## config.mk

```make
export PLATFORM = sky130hd
export DESIGN_NAME = leaf_stream_fifo
export DESIGN_NICKNAME = d
export VERILOG_FILES = /design/src/rtl/leaf_stream_fifo.sv
export SDC_FILE = /design/constraint.sdc
export NUM_CORES = 1
export LEC_CHECK = 0
export ABC_AREA = 1
export BUFFER_PORTS_ARGS = -buffer_cell sky130_fd_sc_hd__buf_4
export CORE_AREA = 2 2 94 96
export DETAILED_ROUTE_END_ITERATION = 10
export DIE_AREA = 0 0 96 98
export PLACE_DENSITY = 0.8
export SYNTH_ARGS = -nofsm -noshare
export SYNTH_HDL_FRONTEND = slang
export SYNTH_SLANG_ARGS = --single-unit
```

## constraint.sdc

```tcl
create_clock -name clk -period 4.2 [get_ports clk]
set_input_delay 0.84 -clock clk [delete_from_list [all_inputs] [get_ports clk]]
set_output_delay 0.84 -clock clk [all_outputs]
set_load 0.05 [all_outputs]
```

## src/rtl/leaf_stream_fifo.sv

```systemverilog
// Leaf streaming buffer: FWFT circular FIFO with sequence tagging, a registered
// output stage, occupancy and saturating delivered-beat statistics.
module leaf_stream_fifo #(
  parameter int unsigned DATA_W = 8,
  parameter int unsigned DEPTH  = 4,
  parameter int unsigned SEQ_W  = 8,
  parameter int unsigned CNT_W  = 16
) (
  input  logic                   clk,
  input  logic                   rst,
  input  logic                   in_valid,
  output logic                   in_ready,
  input  logic [DATA_W-1:0]      in_data,
  output logic                   out_valid,
  input  logic                   out_ready,
  output logic [DATA_W-1:0]      out_data,
  output logic [SEQ_W-1:0]       out_seq,
  output logic [$clog2(DEPTH):0] level,
  output logic [CNT_W-1:0]       beats_out
);

  localparam int unsigned PTR_W = $clog2(DEPTH);
  localparam int unsigned LVL_W = PTR_W + 1;

  typedef struct packed {
    logic [DATA_W-1:0] data;
    logic [SEQ_W-1:0]  seq;
  } entry_t;

  entry_t             mem_q [DEPTH];
  entry_t             mem_d [DEPTH];
  logic [PTR_W-1:0]   wr_ptr_q, wr_ptr_d;
  logic [PTR_W-1:0]   rd_ptr_q, rd_ptr_d;
  logic [LVL_W-1:0]   level_q, level_d;
  logic [SEQ_W-1:0]   seq_cnt_q, seq_cnt_d;
  logic [CNT_W-1:0]   beats_q, beats_d;
  logic               out_valid_q, out_valid_d;
  entry_t             out_entry_q, out_entry_d;
  logic               push, pop;

  assign in_ready  = (level_q != LVL_W'(DEPTH));
  assign out_valid = out_valid_q;
  assign out_data  = out_entry_q.data;
  assign out_seq   = out_entry_q.seq;
  assign level     = level_q;
  assign beats_out = beats_q;

  always_comb begin
    push        = in_valid && in_ready;
    pop         = out_valid_q && out_ready;
    mem_d       = mem_q;
    wr_ptr_d    = wr_ptr_q + PTR_W'(push);
    rd_ptr_d    = rd_ptr_q + PTR_W'(pop);
    level_d     = level_q + LVL_W'(push) - LVL_W'(pop);
    seq_cnt_d   = seq_cnt_q + SEQ_W'(push);
    beats_d     = beats_q;
    out_valid_d = (level_d != '0);
    out_entry_d = out_entry_q;

    if (push) begin
      mem_d[wr_ptr_q] = '{data: in_data, seq: seq_cnt_q};
    end
    if (pop && (beats_q != '1)) begin
      beats_d = beats_q + CNT_W'(1);
    end

    // When the only remaining beat is the one being written this cycle, the
    // head comes from the input rather than the not-yet-updated storage.
    if (level_d != '0) begin
      if (push && (level_q == LVL_W'(pop))) begin
        out_entry_d = '{data: in_data, seq: seq_cnt_q};
      end else begin
        out_entry_d = mem_q[rd_ptr_d];
      end
    end
  end

  always_ff @(posedge clk) begin
    if (rst) begin
      wr_ptr_q    <= '0;
      rd_ptr_q    <= '0;
      level_q     <= '0;
      seq_cnt_q   <= '0;
      beats_q     <= '0;
      out_valid_q <= 1'b0;
      out_entry_q <= '0;
    end else begin
      wr_ptr_q    <= wr_ptr_d;
      rd_ptr_q    <= rd_ptr_d;
      level_q     <= level_d;
      seq_cnt_q   <= seq_cnt_d;
      beats_q     <= beats_d;
      out_valid_q <= out_valid_d;
      out_entry_q <= out_entry_d;
    end
  end

  // Storage contents are don't-care while not counted by level.
  always_ff @(posedge clk) begin
    mem_q <= mem_d;
  end

endmodule

```

==> results.tsv <==
stage	metric	value	unit
global_routing	grt-busiest-layer	met2	
floorplanning	die_w	96	um
floorplanning	dieArea	9410	um2
clock_tree	cts.sinks	112	
floorplanning	io_pins	49	
clock_tree	cts_root_buffer	clkbuf_8	
setup_path	r2r_cells	13	
floorplanning	num_rows	34	
detailed_routing	num_vias	3795	
sta	min_period	2.71	ns
detailed_routing	drc	0	
global_routing	grtUsageMet2	0.394	
floorplanning	initial_core_util	0.581	
yosys	yosysMostFrequentCell	nand2_1	
setup_path	critPathArrivalTime	3.03	ns
global_routing	grt_pass1_wl	17000	um
setup_path	cp-start-kind	flop	
cells_and_area	insertedDiodeCount	0	
sta	fin_worst_skew	0.0120	ns
pwr	p_comb_frac	0.397	
setup_path	crit_slowest_cell	dfxtp_1	
yosys	synth_top_flop_cell	edfxtp_1	
sta	finalCritPeriodShare	0.646	
global_routing	antenna_found_initial	0	
setup_path	end_kind	flop	
setup_path	required	4.52	ns
worst_hold_path	hp-start	out_data[5]$_SDFFE_PP0P_	
worst_hold_path	min_path_type	reg2reg	
yosys	syn_inst	559	
clock_tree	clockBufferDepth	2	
placement	io_buffers	48	
placement	routabilityCongestion	0.831	
pwr	power.switching	1.44	mW
placement	hpwl	6750	um
clock_tree	cts.reportedPaths.clkPinSlew	0.11	ns
sta	finalHoldViolCount	0	
global_routing	met1_usage	0.299	
sta	tns	0	ns
pwr	power_leakage	2.32	nW
yosys	synth_edf_count	64	
sta	worst_pin_slew	0.981	ns
yosys	synth-seq-cells	112	
yosys	yosysUniqueCellTypes	29	
worst_hold_path	hold_path_depth	2	
pwr	ir_drop	0.000392	V
setup_path	worstSetupPathType	reg2reg	
status	status	completed	
global_routing	gr-total-overflow	0	
global_routing	globalRouteMet3Util	0.0309	
sta	rsz0062_at_grt	no	
detailed_routing	wirelength	10200	um
global_routing	grt_usage	0.233	
cells_and_area	syn_to_final_growth	13.7	%
detailed_routing	drtIter0Drc	275	
clock_tree	cts_resized	0	
clock_tree	hold_buffers	0	
floorplanning	die_y	98	um
yosys	synth_seq_area_share	0.586	
detailed_routing	first_pass_iters	5	
clock_tree	numCtsBuffers	9	
yosys	netlist.area_leader.share	0.391	
yosys	syn_area	4920	um2
yosys	syn_avg_cell_area	8.80	um2
cells_and_area	nets	624	
pwr	clkPwrFrac	0.185	
global_routing	first_global_vias	3640	
detailed_routing	avgRoutedWirePerCell	14.3	um
worst_hold_path	hold_end	out_data[5]$_SDFFE_PP0P_	
yosys	synth_nets	579	
sta	holdWs	0.477	ns
setup_path	worst_r2r_endpoint	out_data[7]$_SDFFE_PP0P_	
sta	slew_headroom	0.344	
setup_path	crit_chain	inv_2 -> nand3_2 -> nand2_2 -> ha_1 -> inv_1 -> ha_1 -> fa_1 -> nand3b_1 -> nand3_2 -> nand2_1 -> inv_2 -> nand3_1 -> nand2_1	
pwr	seq_power_share	0.419	
floorplanning	core_area	8470	um2
yosys	yosys_warnings	0	
setup_path	reg2reg_setup_slack	1.49	ns
setup_path	critical_path.max_stage_delay	0.42	ns
setup_path	critPathMaxFanout	17	
detailed_routing	avgViaCountPerCell	5.29	
yosys	synthTopCellsByCount	nand2_1, edfxtp_1, nor2_1, dfxtp_1, inv_1	
setup_path	r2r_start	level[1]$_SDFF_PP0_	
pwr	power	3.39	mW
pwr	switching_share	0.425	
clock_tree	cts_setup_buffers	0	
clock_tree	htree_levels	3	
yosys	yosys.area.top_type	edfxtp_1	
detailed_routing	drtAntennaViolNets	0	
yosys	async_reset_ff_frac	0	
job	max_cap_viol_count	0	
sta	setup_viol	0	
sta	fmax	368	MHz
global_routing	grt_max_degree	33	
sta	slew_viol_final	0	
clock_tree	clock_latency	0.37	ns
cells_and_area	drive_above_1_share	0.158	
pwr	p_int	1.95	mW
yosys	yosys-top-cells-area	edfxtp_1, dfxtp_1, nand2_1	
clock_tree	cts_tree	done	
pwr	power_density	606	nW/um2
[sequential cells by signal (all words and copies together), names as in the netlist]
signal	cells
mem_q	64
beats_out	16
out_data	8
out_seq	8
seq_cnt_q	8
level	3
rd_ptr_q	2
wr_ptr_q	2
out_valid	1
[placed cells by master, fill, tap and decap left out, types with 4 or more instances in the layout]
cell	Yosys	layout
xnor2_1	6	6
nand4_1	6	6
o21ai_1	4	4
ha_1	7	7
buf_4	2	51
nand3_1	13	13
dfxtp_1	48	48
nand2_1	230	230
a21oi_1	12	12
nor3_4	0	4
clkbuf_8	0	9
inv_1	37	37
a21oi_2	7	7
o21ai_0	28	28
edfxtp_1	64	64
inv_2	4	4
inv_6	0	4
nor2_1	53	53
[power by group through the flow]
stage	clock network (mW)	logic, mW	registers (mW)
after floorplan	0	0.752	1.67
final	0.626	1.34	1.42
after CTS	0.633	1.35	1.42
after global placement	0	1.30	1.44
after detailed placement	0	1.34	1.44
after global routing	0.688	1.49	1.44
[worst max path at each step]
stage                                    from                       end  cells after the start
final                     level[1]$_SDFF_PP0_  out_data[7]$_SDFFE_PP0P_                     13
after global routing      level[1]$_SDFF_PP0_  out_data[1]$_SDFFE_PP0P_                     12
after CTS                 level[1]$_SDFF_PP0_  out_data[7]$_SDFFE_PP0P_                     13
after detailed placement             in_valid  out_data[7]$_SDFFE_PP0P_                     11
after global placement              out_ready   out_seq[6]$_SDFFE_PP0P_                     12
after floorplan           level[1]$_SDFF_PP0_  out_data[1]$_SDFFE_PP0P_                     14
[cell type report]
type | instances | area (um2)
inverter | 41 | 154
clock inverter | 7 | 76.3
tap | 108 | 135
timing repair buffer | 51 | 383
clock buffer | 9 | 124
fill | 673 | 2880
sequential | 112 | 2880
multi-input combinational | 389 | 1840
[through the flow]
stage / cells / utilization / setup WS, ns / area [um2]
after floorplan: 559 / - / 1.28 / 4920
after global placement: 701 / 0.637 / 1.31 / 5390
after detailed placement: 701 / 0.637 / 1.21 / 5390
after CTS: 717 / 0.660 / 1.49 / 5590
after global routing: 717 / 0.660 / 1.28 / 5590
final: 717 / 0.660 / 1.49 / 5590
[critical path, delay by kind of cell, from the launching register on]
family / cells / cell delay [ns]
flops: 1 / 0.42
buf+inv: 3 / 0.40
simple gates: 7 / 0.93
fa+ha+maj: 3 / 0.92
[routing by layer]
layer | vias to the layer above | wire [um]
met5 | - | 0
met2 | 115 | 5180
met4 | 0 | 126
li1 | 1886 | -
met3 | 18 | 530
met1 | 1776 | 4390
[kinds of logic (layout without fill, tap and decap cells)]
group	Yosys count	after routing	share of synthesized area
compound gates	52	52	0.0611
xor+xnor	8	8	0.0158
fa+ha+maj	8	8	0.0219
buf+inv	58	108	0.0496
flops	112	112	0.586
simple gates	321	321	0.265
Power figures use the tool's default switching activity.
